`src/rtl/gray_display_ctrl.sv`:
```
// Gray-coded switch bank to binary LED bank plus multiplexed hex 7-segment display,
// with a debounced push-button that toggles a HOLD mode freezing the shown value.
module gray_display_ctrl #(
  parameter int WIDTH           = 8,
  parameter int REFRESH_CYCLES  = 27000,
  parameter int DEBOUNCE_CYCLES = 270000,
  parameter bit SEG_ACTIVE_LOW  = 1'b1
) (
  input  logic                       clk,
  input  logic                       rst_n,
  input  logic [WIDTH-1:0]           gray_i,
  input  logic                       btn_i,
  output logic [WIDTH-1:0]           led_o,
  output logic [6:0]                 seg_o,
  output logic [((WIDTH+3)/4)-1:0]   an_o,
  output logic                       hold_o
);

  localparam int NUM_DIGITS = (WIDTH + 3) / 4;
  localparam int RW = (REFRESH_CYCLES > 1) ? $clog2(REFRESH_CYCLES) : 1;
  localparam int DW = $clog2(DEBOUNCE_CYCLES);
  localparam int IW = (NUM_DIGITS > 1) ? $clog2(NUM_DIGITS) : 1;
  localparam logic [6:0] SEG_OFF = SEG_ACTIVE_LOW ? 7'h7F : 7'h00;

  logic [WIDTH-1:0]        gray_s1, gray_s2, bin_q, disp_q;
  logic                    btn_s1, btn_s2, btn_db, hold, hold_toggle;
  logic [DW-1:0]           db_cnt;
  logic [RW-1:0]           ref_cnt;
  logic [IW-1:0]           idx;
  logic [4*NUM_DIGITS-1:0] disp_pad;
  logic [3:0]              nibble;
  logic [NUM_DIGITS-1:0]   an_d;

  function automatic logic [WIDTH-1:0] gray2bin(input logic [WIDTH-1:0] g);
    logic [WIDTH-1:0] b;
    b[WIDTH-1] = g[WIDTH-1];
    for (int i = WIDTH - 2; i >= 0; i--) b[i] = b[i+1] ^ g[i];
    return b;
  endfunction

  function automatic logic [6:0] hex_font(input logic [3:0] n);
    case (n)
      4'h0: return 7'h3F;  4'h1: return 7'h06;  4'h2: return 7'h5B;  4'h3: return 7'h4F;
      4'h4: return 7'h66;  4'h5: return 7'h6D;  4'h6: return 7'h7D;  4'h7: return 7'h07;
      4'h8: return 7'h7F;  4'h9: return 7'h6F;  4'hA: return 7'h77;  4'hB: return 7'h7C;
      4'hC: return 7'h39;  4'hD: return 7'h5E;  4'hE: return 7'h79;  default: return 7'h71;
    endcase
  endfunction

  always_ff @(posedge clk or negedge rst_n) begin
    if (!rst_n) begin
      gray_s1 <= '0;
      gray_s2 <= '0;
      btn_s1  <= 1'b0;
      btn_s2  <= 1'b0;
      bin_q   <= '0;
    end else begin
      gray_s1 <= gray_i;
      gray_s2 <= gray_s1;
      btn_s1  <= btn_i;
      btn_s2  <= btn_s1;
      bin_q   <= gray2bin(gray_s2);
    end
  end

  // Only an accepted press (debounced rising edge) flips HOLD; releases are ignored.
  assign hold_toggle = (btn_s2 != btn_db) && (db_cnt == DW'(DEBOUNCE_CYCLES - 1)) && btn_s2;

  always_ff @(posedge clk or negedge rst_n) begin
    if (!rst_n) begin
      db_cnt <= '0;
      btn_db <= 1'b0;
    end else if (btn_s2 == btn_db) begin
      db_cnt <= '0;
    end else if (db_cnt == DW'(DEBOUNCE_CYCLES - 1)) begin
      db_cnt <= '0;
      btn_db <= btn_s2;
    end else begin
      db_cnt <= db_cnt + 1'b1;
    end
  end

  // The toggle cycle never loads, so entering HOLD freezes the pre-toggle value.
  always_ff @(posedge clk or negedge rst_n) begin
    if (!rst_n) begin
      hold   <= 1'b0;
      disp_q <= '0;
    end else begin
      if (hold_toggle) hold <= ~hold;
      if (!hold && !hold_toggle) disp_q <= bin_q;
    end
  end

  always_ff @(posedge clk or negedge rst_n) begin
    if (!rst_n) begin
      ref_cnt <= '0;
      idx     <= '0;
    end else if (ref_cnt == RW'(REFRESH_CYCLES - 1)) begin
      ref_cnt <= '0;
      idx     <= (idx == IW'(NUM_DIGITS - 1)) ? '0 : idx + 1'b1;
    end else begin
      ref_cnt <= ref_cnt + 1'b1;
    end
  end

  always_comb begin
    disp_pad = '0;
    disp_pad[WIDTH-1:0] = disp_q;
    nibble = 4'h0;
    an_d   = '1;
    for (int n = 0; n < NUM_DIGITS; n++) begin
      if (idx == IW'(n)) begin
        nibble  = disp_pad[4*n +: 4];
        an_d[n] = 1'b0;
      end
    end
  end

  // Anode and segment registers update together so a digit never shows another digit's pattern.
  always_ff @(posedge clk or negedge rst_n) begin
    if (!rst_n) begin
      an_o  <= '1;
      seg_o <= SEG_OFF;
    end else begin
      an_o  <= an_d;
      seg_o <= SEG_ACTIVE_LOW ? ~hex_font(nibble) : hex_font(nibble);
    end
  end

  assign led_o  = disp_q;
  assign hold_o = hold;

endmodule

```
`config.mk`:
```
export PLATFORM = sky130hd
export DESIGN_NAME = gray_display_ctrl
export DESIGN_NICKNAME = d
export VERILOG_FILES = /design/src/rtl/gray_display_ctrl.sv
export SDC_FILE = /design/constraint.sdc
export NUM_CORES = 1
export LEC_CHECK = 0
export ABC_AREA = 0
export BUFFER_PORTS_ARGS = -buffer_cell sky130_fd_sc_hd__buf_2
export CORE_AREA = 10 10 110 102
export CTS_BUF_LIST = sky130_fd_sc_hd__clkbuf_4
export DETAILED_ROUTE_END_ITERATION = 12
export DIE_AREA = 0 0 120 112
export PLACE_DENSITY = 0.63
export SLEW_MARGIN = 20
export SYNTH_ARGS = -nofsm -noshare
export SYNTH_HDL_FRONTEND = slang
export SYNTH_SLANG_ARGS = --single-unit
```
`constraint.sdc`:
```
create_clock -name clk -period 1.9 [get_ports clk]
set_input_delay 0.095 -clock clk [delete_from_list [all_inputs] [get_ports clk]]
set_output_delay 0.095 -clock clk [all_outputs]
set_load 0.02 [all_outputs]
```
==> flow_summary.json <==
{
  "run_status": "finished, final reports clean",
  "ctsLongestPathBuffers": 2,
  "timing_worst_slew_pin_value_ns": 0.540,
  "cts_buffer_count": 9,
  "die_height_um": 112,
  "drcViolationCount": 0,
  "synth-edff-count": 0,
  "achievable-frequency_ghz": 0.556,
  "ys_warn_count": 0,
  "slew_viol_final": 0,
  "die-area_sq_um": 13400,
  "cp-end-kind": "register",
  "floorplan.core_area_sq_um": 8960,
  "ys_top_cells_by_count": "71 x dfrtp_1, 32 x nor2_1, 24 x xnor2_1",
  "floorplan.die.width_um": 120,
  "hold_class": "input port to asynchronous set/reset pin",
  "vdd.ir_drop.worst_mv": 0.382,
  "syn_nets": 295,
  "final_layout_size_suffix_gt1_frac": 0.282,
  "final.setup_skew_ns": 0.0167,
  "cts.reportedPaths.clkPinSlew_ns": 0.13,
  "final_design_area_no_fill_sq_um": 4110,
  "worstPathMaxFanout": 5,
  "route.final.wire_length_mm": 6.24,
  "synth_top_area_share": 0.522,
  "detailedPlacementHpwl_mm": 4.49,
  "num_vias": 2153,
  "clockRootBuffer": "clkbuf_4",
  "design.portCount": 29,
  "crit_path_start_kind": "register",
  "routedWlPerCell_um": 13.3,
  "timing.max_cap.violations": 0,
  "cts_tree": "yes",
  "final-hold-violation-count": 0,
  "synth.top_cells.by_area": "dfrtp_1 52%, dfstp_2 6.9%, xnor2_1 6.2%, mux2_4 3.5%, nor2_1 3.5%",
  "initial_utilization": 0.380,
  "sequential_share_of_power": 0.522,
  "worst-endpoint-arrival_ns": 2.17,
  "clock_power_share": 0.265,
  "synth_area_leader_cell": "dfrtp_1",
  "setup_violations": 0,
  "antenna_left": 0,
  "p_switching_uw": 1130,
  "tritoncts_num_sinks": 80,
  "std_cell_rows": 33,
  "yosys_register_bits": 80,
  "drt_pass1_iterations": 4,
  "total_negative_setup_slack_ns": 0,
  "dpl_cell_area_sq_um": 3840,
  "p_int_uw": 2720,
  "clock_insertion_delay_worst_skew_ns": 0.44,
  "syn-instance-count": 276,
  "grtUsageTotal": 0.101,
  "place.gp.congestion": 0.812,
  "buffer_ports.inserted": 28,
  "p_leak_uw": 0.00184,
  "pwr_density_cell_nw_per_um2": 936,
  "global_route.overflow_total": 0,
  "synth_flop_cell": "dfrtp_1",
  "number_of_global_route_vias_before_repair": 2209,
  "p_comb_frac": 0.213,
  "grt_max_degree": 46,
  "ys_types": 46,
  "post_synth.cell_area_avg_sq_um": 12.3,
  "num-nets-final": 361,
  "syn-cell-area_sq_um": 3410,
  "antennaDiodeCount": 0,
  "timing.setup.critical_path_class": "register to register",
  "sw_frac": 0.294,
  "synth_seq_area_share": 0.591,
  "antenna_found_initial": 0,
  "leading_cell_type_by_number_of_instances_after_synthesis": "dfrtp_1",
  "drt-vias-per-instance": 4.59,
  "ctsHtreeMaxLevel": 3,
  "worst_ep_required_time_ns": 2.27,
  "share_of_async_settable_or_async_resettable_flops_after_synthesis": 1.00,
  "syn2layout_area_growth_pct": 20.7,
  "final.min_clock_period_ns": 1.80,
  "unrepaired_setup_endpoints_after_global_routing": "no",
  "reg2regPathDepth": 5,
  "grt_pass1_wl_mm": 10.9,
  "timing.max_slew.rel_slack": 0.640,
  "period_share": 0.946,
  "dr.first_iter.drc_count": 80,
  "sum_of_internal_switching_and_leakage_power_uw": 3850
}
==> power groups by stage <==
stage / clock [uW] / sequential, uW / combinational (uW)
finish: 1020 / 2010 / 820
global route: 1150 / 2040 / 914
CTS: 1070 / 2020 / 840
floorplan: 0 / 2170 / 379
detailed placement: 0 / 2050 / 821
global placement: 0 / 2040 / 811
==> placed cells by master (no fill, tap or decap), types with 2 or more instances in the layout <==
| cell | Yosys | layout |
|---|---|---|
| buf_4 | 0 | 22 |
| buf_2 | 2 | 27 |
| xor2_1 | 12 | 12 |
| ha_1 | 8 | 8 |
| a21oi_1 | 7 | 7 |
| clkbuf_4 | 0 | 11 |
| nor2b_1 | 2 | 2 |
| nor2_1 | 32 | 32 |
| nand2_1 | 9 | 9 |
| nand3_1 | 9 | 9 |
| or3_1 | 3 | 3 |
| dfstp_2 | 9 | 9 |
| dfrtp_1 | 71 | 70 |
| nand4_1 | 7 | 7 |
| dlygate4sd3_1 | 0 | 10 |
| nor4_1 | 7 | 6 |
| nor3_1 | 4 | 4 |
| o211ai_1 | 2 | 2 |
| xnor2_1 | 24 | 24 |
| mux2_4 | 8 | 8 |
| inv_1 | 16 | 16 |
| and2_1 | 2 | 2 |
| mux2i_1 | 6 | 5 |
| nand4b_1 | 2 | 2 |
| o22ai_1 | 2 | 2 |
| nand2b_1 | 2 | 2 |
| o21ai_0 | 5 | 5 |
| and4_1 | 3 | 3 |
| clkinvlp_4 | 0 | 2 |
==> layer usage <==
| metal | track usage | wire length, um | up-vias |
|---|---|---|---|
| li1 | - | - | 1079 |
| met1 | 0.123 | 2940 | 1024 |
| met2 | 0.151 | 2850 | 38 |
| met3 | 0.0424 | 322 | 12 |
| met4 | 0.0458 | 127 | 0 |
| met5 | 0 | 0 | - |
==> worst paths after layout <==
path                       startpoint          to  slack, ns
hold reg to reg            gray_s1[2]  gray_s2[2]       0.36
max in group asynchronous       rst_n    seg_o[0]       1.08
setup reg to reg            db_cnt[0]  db_cnt[15]       0.10
min in group clk            gray_i[2]  gray_s1[2]       0.28
setup / recovery            db_cnt[0]  db_cnt[15]       0.10
hold / removal                  rst_n  gray_s1[0]       0.18
==> flip-flops by register name, summed over array words and instances, names as in the netlist, 2 cells and up <==
| register | cells |
|---|---|
| an_o | 2 |
| seg_o | 7 |
| ref_cnt | 15 |
| db_cnt | 19 |
| gray_s1 | 8 |
| bin_q | 8 |
| led_o | 8 |
| gray_s2 | 8 |
==> final cells by class <==
type | count | area [sq um]
fillers | 863 | 4850
well taps | 122 | 153
clock inverters | 5 | 58.8
inverters | 16 | 60.1
repair buffers | 60 | 420
flip-flops and latches | 80 | 2010
multi-input cells | 175 | 1320
clock buffers | 11 | 82.6
==> per-stage QoR <==
| step | hold WS [ns] | cells | setup slack (ns) | utilization |
|---|---|---|---|---|
| finish | 0.180 | 469 | 0.102 | 0.459 |
| global route | 0.185 | 469 | 0.0222 | 0.459 |
| detailed placement | 0.126 | 441 | 0.0137 | 0.428 |
| floorplan | -0.201 | 276 | 0.0499 | - |
| global placement | 0.125 | 441 | 0.0627 | 0.428 |
| CTS | 0.182 | 467 | 0.0376 | 0.456 |
==> worst max-delay path, stage by stage (launching register included) <==
cell and delay [ns]:
dfrtp_1 0.36, buf_4 0.12, nand4_2 0.18, or3_4 0.42, or4_1 0.50, a21oi_1 0.16
==> cells by family after synthesis <==
family                   share of synthesized area
AO/OA/AOI/OAI                               0.0404
XOR/XNOR                                    0.0992
adder cells (fa/ha/maj)                     0.0294
buffers and inverters                       0.0261
flip-flops                                   0.591
multiplexers                                0.0628
AND/OR/NAND/NOR                              0.151
==> what timing repair did <==
action | in CTS | in global routing
setup endpoints to repair | 2 | 13
gates resized for setup | 1 | 3
pin swaps | 0 | 1
endpoints found under the hold margin | 52 | 0
setup buffers | 0 | 2
hold buffers | 10 | 0
No activity file was read; power rests on OpenSTA's default activity.
